==> src/rtl/sdram_pkg.sv <==
// sdram_pkg: shared types and constants for the SDRAM arbiter slice.
//   arb_state_t     - arbiter FSM states (idle / read response pending)
//   SDRAM_BYTE_W    - controller data width in bits
//   DEF_ADDR_DEPTH  - default controller byte-address width
package sdram_pkg;

  typedef enum logic {
    ARB_IDLE,
    ARB_RD_PEND
  } arb_state_t;

  localparam int SDRAM_BYTE_W   = 8;
  localparam int DEF_ADDR_DEPTH = 25;

endpackage

==> src/rtl/sdram_arbiter_rr_pick.sv <==
// rr_pick: combinational round-robin picker.
//   req - per-port active request vector
//   ptr - search start index
//   sel - first active port at or after ptr (wrapping); 0 when none active
//   any - at least one port active
module rr_pick
  import sdram_pkg::*;
#(
  parameter int NUM_PORTS = 3
) (
  input  logic [NUM_PORTS-1:0]         req,
  input  logic [$clog2(NUM_PORTS)-1:0] ptr,
  output logic [$clog2(NUM_PORTS)-1:0] sel,
  output logic                         any
);

  localparam int PW = $clog2(NUM_PORTS);

  int unsigned idx;

  always_comb begin
    sel = '0;
    any = 1'b0;
    idx = 0;
    for (int unsigned i = 0; i < NUM_PORTS; i++) begin
      idx = i + 32'(ptr);
      if (idx >= NUM_PORTS) idx = idx - NUM_PORTS;
      if (!any && req[PW'(idx)]) begin
        any = 1'b1;
        sel = PW'(idx);
      end
    end
  end

endmodule

==> src/rtl/sdram_arbiter.sv <==
// sdram_arbiter: N-port round-robin arbiter in front of the SDRAM controller
// byte interface. One request is forwarded per controller-ready cycle; an
// accepted read is tracked so its response returns only to the issuing port.
//   clk, rst_n           - clock, asynchronous active-low reset
//   req_rd/req_wr        - per-port requests, held until req_ack
//   req_addr/req_wdata   - per-port address / write byte (packed per port)
//   req_ack              - one-hot accept pulse
//   rsp_val/rsp_data     - one-hot read-valid pulse and read byte
//   mem_*                - controller side (rd, wr, addr, wdata, rdy, val, rdata)
//   wdog_err             - sticky read-timeout flag (SDRAM_ARB_WATCHDOG_EN only)
// Optional feature macro: SDRAM_ARB_WATCHDOG_EN enables the read-response
// watchdog (WDOG_CYCLES) and the wdog_err port.
module sdram_arbiter
  import sdram_pkg::*;
#(
  parameter int NUM_PORTS   = 3,
  parameter int ADDR_DEPTH  = DEF_ADDR_DEPTH,
  parameter int WDOG_CYCLES = 64
) (
  input  logic                              clk,
  input  logic                              rst_n,
  input  logic [NUM_PORTS-1:0]              req_rd,
  input  logic [NUM_PORTS-1:0]              req_wr,
  input  logic [NUM_PORTS*ADDR_DEPTH-1:0]   req_addr,
  input  logic [NUM_PORTS*SDRAM_BYTE_W-1:0] req_wdata,
  output logic [NUM_PORTS-1:0]              req_ack,
  output logic [NUM_PORTS-1:0]              rsp_val,
  output logic [SDRAM_BYTE_W-1:0]           rsp_data,
  output logic                              mem_rd,
  output logic                              mem_wr,
  output logic [ADDR_DEPTH-1:0]             mem_addr,
  output logic [SDRAM_BYTE_W-1:0]           mem_wdata,
  input  logic                              mem_rdy,
  input  logic                              mem_val,
  input  logic [SDRAM_BYTE_W-1:0]           mem_rdata
`ifdef SDRAM_ARB_WATCHDOG_EN
  ,
  output logic                              wdog_err
`endif
);

  localparam int PW = $clog2(NUM_PORTS);

  if (NUM_PORTS < 2 || NUM_PORTS > 8 || WDOG_CYCLES < 1) begin : g_param_chk
    $error("sdram_arbiter: NUM_PORTS must be 2..8 and WDOG_CYCLES >= 1");
  end

  arb_state_t           state;
  logic [PW-1:0]        ptr;
  logic [PW-1:0]        owner;
  logic [NUM_PORTS-1:0] act;
  logic [PW-1:0]        sel;
  logic                 any;
  logic                 sel_rd;
  logic                 grant_en;
  logic                 go;
  logic                 accept;
  logic                 rsp_fire;

  rr_pick #(.NUM_PORTS(NUM_PORTS)) u_pick (
    .req (act),
    .ptr (ptr),
    .sel (sel),
    .any (any)
  );

  // Outputs are combinational, so they are also gated by rst_n to read 0
  // for the whole time reset is held, not just after the next edge.
  always_comb begin
    act      = req_rd | req_wr;
    grant_en = rst_n && ((state == ARB_IDLE) || mem_val);
    go       = grant_en && any;
    accept   = go && mem_rdy;
    rsp_fire = rst_n && (state == ARB_RD_PEND) && mem_val;
    sel_rd    = 1'b0;
    mem_addr  = '0;
    mem_wdata = '0;
    req_ack   = '0;
    rsp_val   = '0;
    for (int unsigned p = 0; p < NUM_PORTS; p++) begin
      if (rst_n && any && sel == PW'(p)) begin
        sel_rd     = req_rd[p];
        mem_addr   = req_addr[p*ADDR_DEPTH +: ADDR_DEPTH];
        mem_wdata  = req_wdata[p*SDRAM_BYTE_W +: SDRAM_BYTE_W];
        req_ack[p] = accept;
      end
      if (rsp_fire && owner == PW'(p)) rsp_val[p] = 1'b1;
    end
    mem_rd   = go && sel_rd;
    mem_wr   = go && !sel_rd;
    rsp_data = rsp_fire ? mem_rdata : '0;
  end

`ifdef SDRAM_ARB_WATCHDOG_EN
  logic [15:0] wdog_cnt;
  logic        wdog_hit;

  // Hit on the cycle the counter would reach WDOG_CYCLES; a response that
  // arrives in that same cycle still wins.
  always_comb
    wdog_hit = (state == ARB_RD_PEND) && !mem_val &&
               (wdog_cnt == 16'(WDOG_CYCLES - 1));

  always_ff @(posedge clk or negedge rst_n) begin
    if (!rst_n) begin
      wdog_cnt <= '0;
      wdog_err <= 1'b0;
    end else begin
      if (accept && sel_rd) wdog_cnt <= '0;
      else if (state == ARB_RD_PEND) wdog_cnt <= wdog_cnt + 16'd1;
      if (wdog_hit) wdog_err <= 1'b1;
    end
  end
`endif

  always_ff @(posedge clk or negedge rst_n) begin
    if (!rst_n) begin
      state <= ARB_IDLE;
      ptr   <= '0;
      owner <= '0;
    end else begin
      if (accept) ptr <= (sel == PW'(NUM_PORTS - 1)) ? '0 : sel + 1'b1;
      if (accept && sel_rd) owner <= sel;
      case (state)
        ARB_IDLE:
          if (accept && sel_rd) state <= ARB_RD_PEND;
        ARB_RD_PEND:
          if (mem_val) state <= (accept && sel_rd) ? ARB_RD_PEND : ARB_IDLE;
`ifdef SDRAM_ARB_WATCHDOG_EN
          else if (wdog_hit) state <= ARB_IDLE;
`endif
        default: state <= ARB_IDLE;
      endcase
    end
  end

endmodule

==> config.mk <==
export PLATFORM = sky130hd
export DESIGN_NAME = sdram_arbiter
export DESIGN_NICKNAME = d
export VERILOG_FILES = /design/src/rtl/sdram_pkg.sv /design/src/rtl/sdram_arbiter_rr_pick.sv /design/src/rtl/sdram_arbiter.sv
export SDC_FILE = /design/constraint.sdc
export NUM_CORES = 1
export LEC_CHECK = 0
export CORE_UTILIZATION = 21
export CTS_CLUSTER_DIAMETER = 40
export DETAILED_ROUTE_END_ITERATION = 10
export MAX_ROUTING_LAYER = met4
export PLACE_DENSITY = 0.76
export SKIP_CTS_REPAIR_TIMING = 1
export SLEW_MARGIN = 10
export SYNTH_ARGS = -nofsm -noshare
export SYNTH_HDL_FRONTEND = slang
export SYNTH_HIERARCHICAL = 1
export SYNTH_SLANG_ARGS = --single-unit
==> constraint.sdc <==
create_clock -name clk -period 2.64 [get_ports clk]
set_input_delay 0.264 -clock clk [delete_from_list [all_inputs] [get_ports clk]]
set_output_delay 0.264 -clock clk [all_outputs]
set_load 0.02 [all_outputs]
# Yosys cells after proc, flatten, opt, wreduce, memory -nomap -nowiden
# Index checks and enable logic that the tools add are counted.
[totals] reg_bits=5 out_inout_bits=49 elab_cells=79
[op_classes] add_sub_neg=6 magnitude_cmp=6 n_eq_ne=4 n_mux=35 bitwise=2 n_reduce_logical=23
[ops] cell="$mux W25" count=3
[ops] cell="$mux W8" count=4
[ops] cell="$logic_and A1 B1 Y1" count=17
[ops] cell="$mux W1" count=17
[ops] cell="$mux W2" count=7
[ops] cell="$lt A2 B3 Y1 const B" count=3
[ops] cell="$bmux W1 S2" count=3
[ops] cell="$ge A3 B2 Y1 const B" count=2
[ops] cell="$sub A2 B2 Y2 const B" count=3
[ops] cell="$eq A2 B1 Y1 const B" count=2
[ops] cell="$eq A2 B2 Y1 const B" count=2
[ops] cell="$logic_not A2 Y1" count=2
[ops] cell="$add A1 B2 Y3 const A" count=1
[ops] cell="$add A2 B2 Y3 const A" count=1
[ops] cell="$logic_not A1 Y1" count=3
[ops] cell="$or A3 B3 Y3" count=1
[ops] cell="$add A2 B1 Y2 const B" count=1
[ops] cell="$ge A2 B2 Y1 const B" count=1
[ops] cell="$pmux W1 S2" count=1
[ops] cell="$logic_or A1 B1 Y1" count=1
[ops] cell="$not A1 Y1" count=1

# Depth between registers and ports, before layout
[depth] word_depth=20 mapped_depth=12 mapped_depth_nobuf=10

# Hierarchy
# Netlist, hierarchy kept.
[modules_own_cells] module="sdram_arbiter" n_inst=1 cells_each=120 area_per_inst_um2=905.9 seq_area_each_um2=125.1
[modules_own_cells] module="rr_pick" n_inst=1 cells_each=26 area_per_inst_um2=200.2 seq_area_each_um2=0.0

# Worst setup path before layout
# Ideal clock, no wire load.
[synth_path] kind="flip-flop to output port" from="reg ptr[0]" to="out req_ack[2]" arrival_time_ns=2.645 t_required_ns=2.376 path_slack_ns=-0.269 path_stages_with_launch=9 path_cell_list="dfrtp_1 inv_1 ha_1 mux2i_1 nor3b_1 a211oi_1 nor3b_2 buf_2 and3_1"
[synth_between] elab_chain_cells=14
[synth_rtl] item="from (decl)" line="sdram_arbiter.sv:49" text="logic [PW-1:0] ptr;"
[synth_rtl] item="from (signal assigned)" line="sdram_arbiter.sv:122" text="if (accept) ptr <= (sel == PW'(NUM_PORTS - 1)) ? '0 : sel + 1'b1;"
[synth_rtl] item="branches (longest 10 deep; another with $add A1 B2 Y3)"
[synth_rtl] item="$mux W2 (*)" line="sdram_arbiter_rr_pick.sv:28" text="if (!any && req[PW'(idx)]) begin"
[synth_rtl] item="via sel[1]" line="sdram_arbiter.sv:52" text="logic [PW-1:0] sel;"
[synth_rtl] item="$eq A2 B2 Y1 (*)" line="sdram_arbiter.sv:81" text="if (rst_n && any && sel == PW'(p)) begin"
[synth_rtl] item="$logic_and A1 B1 Y1 (*)" line="sdram_arbiter.sv:81"
[synth_rtl] item="$mux W1 (*)" line="sdram_arbiter.sv:81"
[synth_rtl] item="to (decl)" line="sdram_arbiter.sv:26" text="output logic [NUM_PORTS-1:0] req_ack,"
# Mark *: on every way through the listed nets, which the timed path passes. The select of a mux whose other input is x is not followed.

# Final worst setup path
[layout_path] from="reg ptr[0]" to="out mem_addr[21]"
[layout_between] elab_chain_cells=16
[layout_rtl] item="branches (longest 10 deep; another with $add A1 B2 Y3)"
[layout_rtl] item="$mux W2 (*)" line="sdram_arbiter_rr_pick.sv:28"
[layout_rtl] item="via sel[1]" line="sdram_arbiter.sv:52"
[layout_rtl] item="$logic_not A2 Y1" line="sdram_arbiter.sv:81"
[layout_rtl] item="$logic_and A1 B1 Y1" line="sdram_arbiter.sv:81"
[layout_rtl] item="$mux W25 (2 in a row)" line="sdram_arbiter.sv:81"
[layout_rtl] item="$mux W25 (*)" line="sdram_arbiter.sv:81"
[layout_rtl] item="to (decl)" line="sdram_arbiter.sv:31" text="output logic [ADDR_DEPTH-1:0] mem_addr,"
# Marked as above.

==> results_dict.tcl <==
set metrics [dict create \
    routed_wl_um 6492 \
    dr.pass1.iters 6 \
    io_buffers 165 \
    setup_tns_ps -12240 \
    die_area_um2 5561 \
    violations "negative setup slack" \
    fin_ws_ps -425.4 \
    core_area_um2 5075 \
    slew_violations 0 \
    worstMarginPinSlew_ps 356.5 \
    area_delta_synth_final_pct 200.1 \
    fmax_mhz 326.2 \
    cp-start-kind "flip-flop" \
    grt_pass1_wl_um 8321 \
    clkTransAtPathRegs_ps 40 \
    maxSlewHeadroom_pct 76.18 \
    routabilityCongestion 0.8554 \
    clockBufferDepth 2 \
    placed_cells 394 \
    maxCapViolCount 0 \
    ys_ff_latch 5 \
    io_pins 166 \
    die_x_um 74.58 \
    initial_utilization_pct 21.79 \
    yosysWarnings 6 \
    viasPerCell 4.939 \
    synthArstFlopShare_pct 100.0 \
    syn_avg_cell_area_um2 7.576 \
    ir_worst_vdd_mv 0.7059 \
    cpLargestDelayFamily "buffers and inverters" \
    synth_edf_count 0 \
    grtUsageTotal_pct 19.98 \
    path_class "reg -> out" \
    antenna_found_initial 0 \
    min_period_ps 3065 \
    cts_buffers 3 \
    final_core_util_pct 65.41 \
    die_y_um 74.58 \
    hold_path_class "in -> async" \
    finalPower_mw 4.258 \
    min_period_over_period_pct 116.1 \
    cp_slowest_cell "dfrtp_2" \
    place_ws_ps -942.7 \
    syn-num-nets 266 \
    finalNonFillerCells 407 \
    clk_latency_ps 220 \
    synth_cell_types 33 \
    crit_path_end_kind "output port" \
    cts-root-buf "clkbuf_8" \
    synth-main-ff-cell "dfrtp_1" \
    wire_per_inst_um 15.95 \
    ys_seq_area_share_pct 11.31 \
    drtIter0Drc 146 \
    yosysTopAreaCell "a222oi_1" \
    p_per_area_nw_per_um2 1283 \
    cp_max_fo 6 \
    antenna_cells 0 \
    worstPathArrival_ps 2800 \
    grt_setup_unrepaired "true" \
    hold_viol_final 0 \
    grt_pass1_vias 1775 \
    drive_above_1_share_pct 31.75 \
    grt_start_max_net_pins 26 \
    drc_errors 0 \
    yosysTopAreaCellShare_pct 29.86 \
    crit_path_max_incr_delay_ps 440 \
    synthCells 146 \
    required_ps 2380 \
    num_rows 26 \
    synth_area_um2 1106 \
    worstPathCellList "inv_2, ha_4, nand3b_1, o21ai_2, nor4b_4, a211oi_4, buf_4, nor3b_4, buf_4, buf_6, a222oi_1, inv_1, buf_6" \
    crit_buf_inv 6 \
    via_count 2010 \
    cts_tree "yes" \
    status "finished with violations" \
    fin_nets 458 \
    ant_nets 0 \
    synth.area.top_cells "a222oi_1 (30%), inv_1 (13%), dfrtp_1 (11%)" \
    skew_ps 1.937 \
    grt-ovfl-total 0 \
    htree_levels 1 \
    finalSetupViolCount 39 \
    dp_hpwl_um 4887 \
    clock_sinks 5 \
    p_leak_nw 1.564 \
]
[cell families after synthesis]
family / count (synthesis) / share of synthesized area [%]
simple gates: 41 / 24.55
flops: 5 / 11.31
buf+inv: 47 / 17.65
compound gates: 43 / 36.54
mux: 7 / 6.561
fa+ha+maj: 3 / 3.394
[cell type report]
type	count	area [um2]
repair buffers	197	1917
multi-input cells	94	1001
clock buffers	4	45.04
well taps	70	87.58
fillers	451	1755
inverters	37	141.4
flip-flops and latches	5	127.6
[metal layers]
| layer | GRT usage, % | wire, um | vias to the layer above |
|---|---|---|---|
| met4 | 5.660 | 66 | 0 |
| met2 | 33.63 | 3393 | 108 |
| met3 | 3.252 | 617 | 6 |
| met5 | - | 0 | - |
| li1 | - | - | 953 |
| met1 | 24.47 | 2414 | 943 |
[per-stage QoR]
stage	cell area [um2]	hold WS, ps
2_1_floorplan	1136	-31.59
3_3_place_gp	3013	524.9
3_5_place_dp	3013	534.7
4_1_cts	3058	397.5
5_1_grt	3319	462.0
6_report	3319	445.8
[final timing paths]
path                                from           end  slack, ps  depth (start not counted)
worst max-delay path              ptr[0]  mem_addr[21]       -430                         13
worst min-delay path               rst_n        ptr[1]        450                          2
worst max register to register    ptr[1]      owner[1]       -210                         13
worst min register to register  owner[1]      owner[1]        560                          1
max in group asynchronous          rst_n        ptr[0]       2060                          2
min in group clk                owner[1]      owner[1]        560                          1
[synth_stat cells, drive strengths merged, types with 2 or more instances]
cell type   n
nor2b       2
inv        37
a21o        3
ha          3
mux2i       5
dfrtp       5
or2         3
mux2        2
nor3        3
nand3b      4
buf        10
nand2       2
a222oi     33
nor2        2
nand2b      3
and3        2
nor3b       5
a211oi      2
nand3       2
o21ai       3
and2        9
[power by group]
group | switching (mW) | leakage, nW | total, mW | internal (mW)
Clock | 0.0395 | 0.0228 | 0.143 | 0.104
Combinational | 1.94 | 1.48 | 3.95 | 2.01
Sequential | 0.0485 | 0.0622 | 0.164 | 0.116
[state kept, by name, summed over array words and instances, names as in the netlist]
| register | flops |
|---|---|
| owner | 2 |
| ptr | 2 |
| state | 1 |
[cell usage in the layout, fill, tap and decap left out, types with 3 or more instances in the layout]
cell type,count
clkdlybuf4s50_1,126
inv_1,35
nand3b_1,4
ha_4,3
and2_1,8
buf_4,21
mux2i_4,3
dfrtp_1,3
clkbuf_8,3
buf_6,36
a222oi_1,33
buf_2,11
a21o_1,3
(Power assumes the default switching activity.)
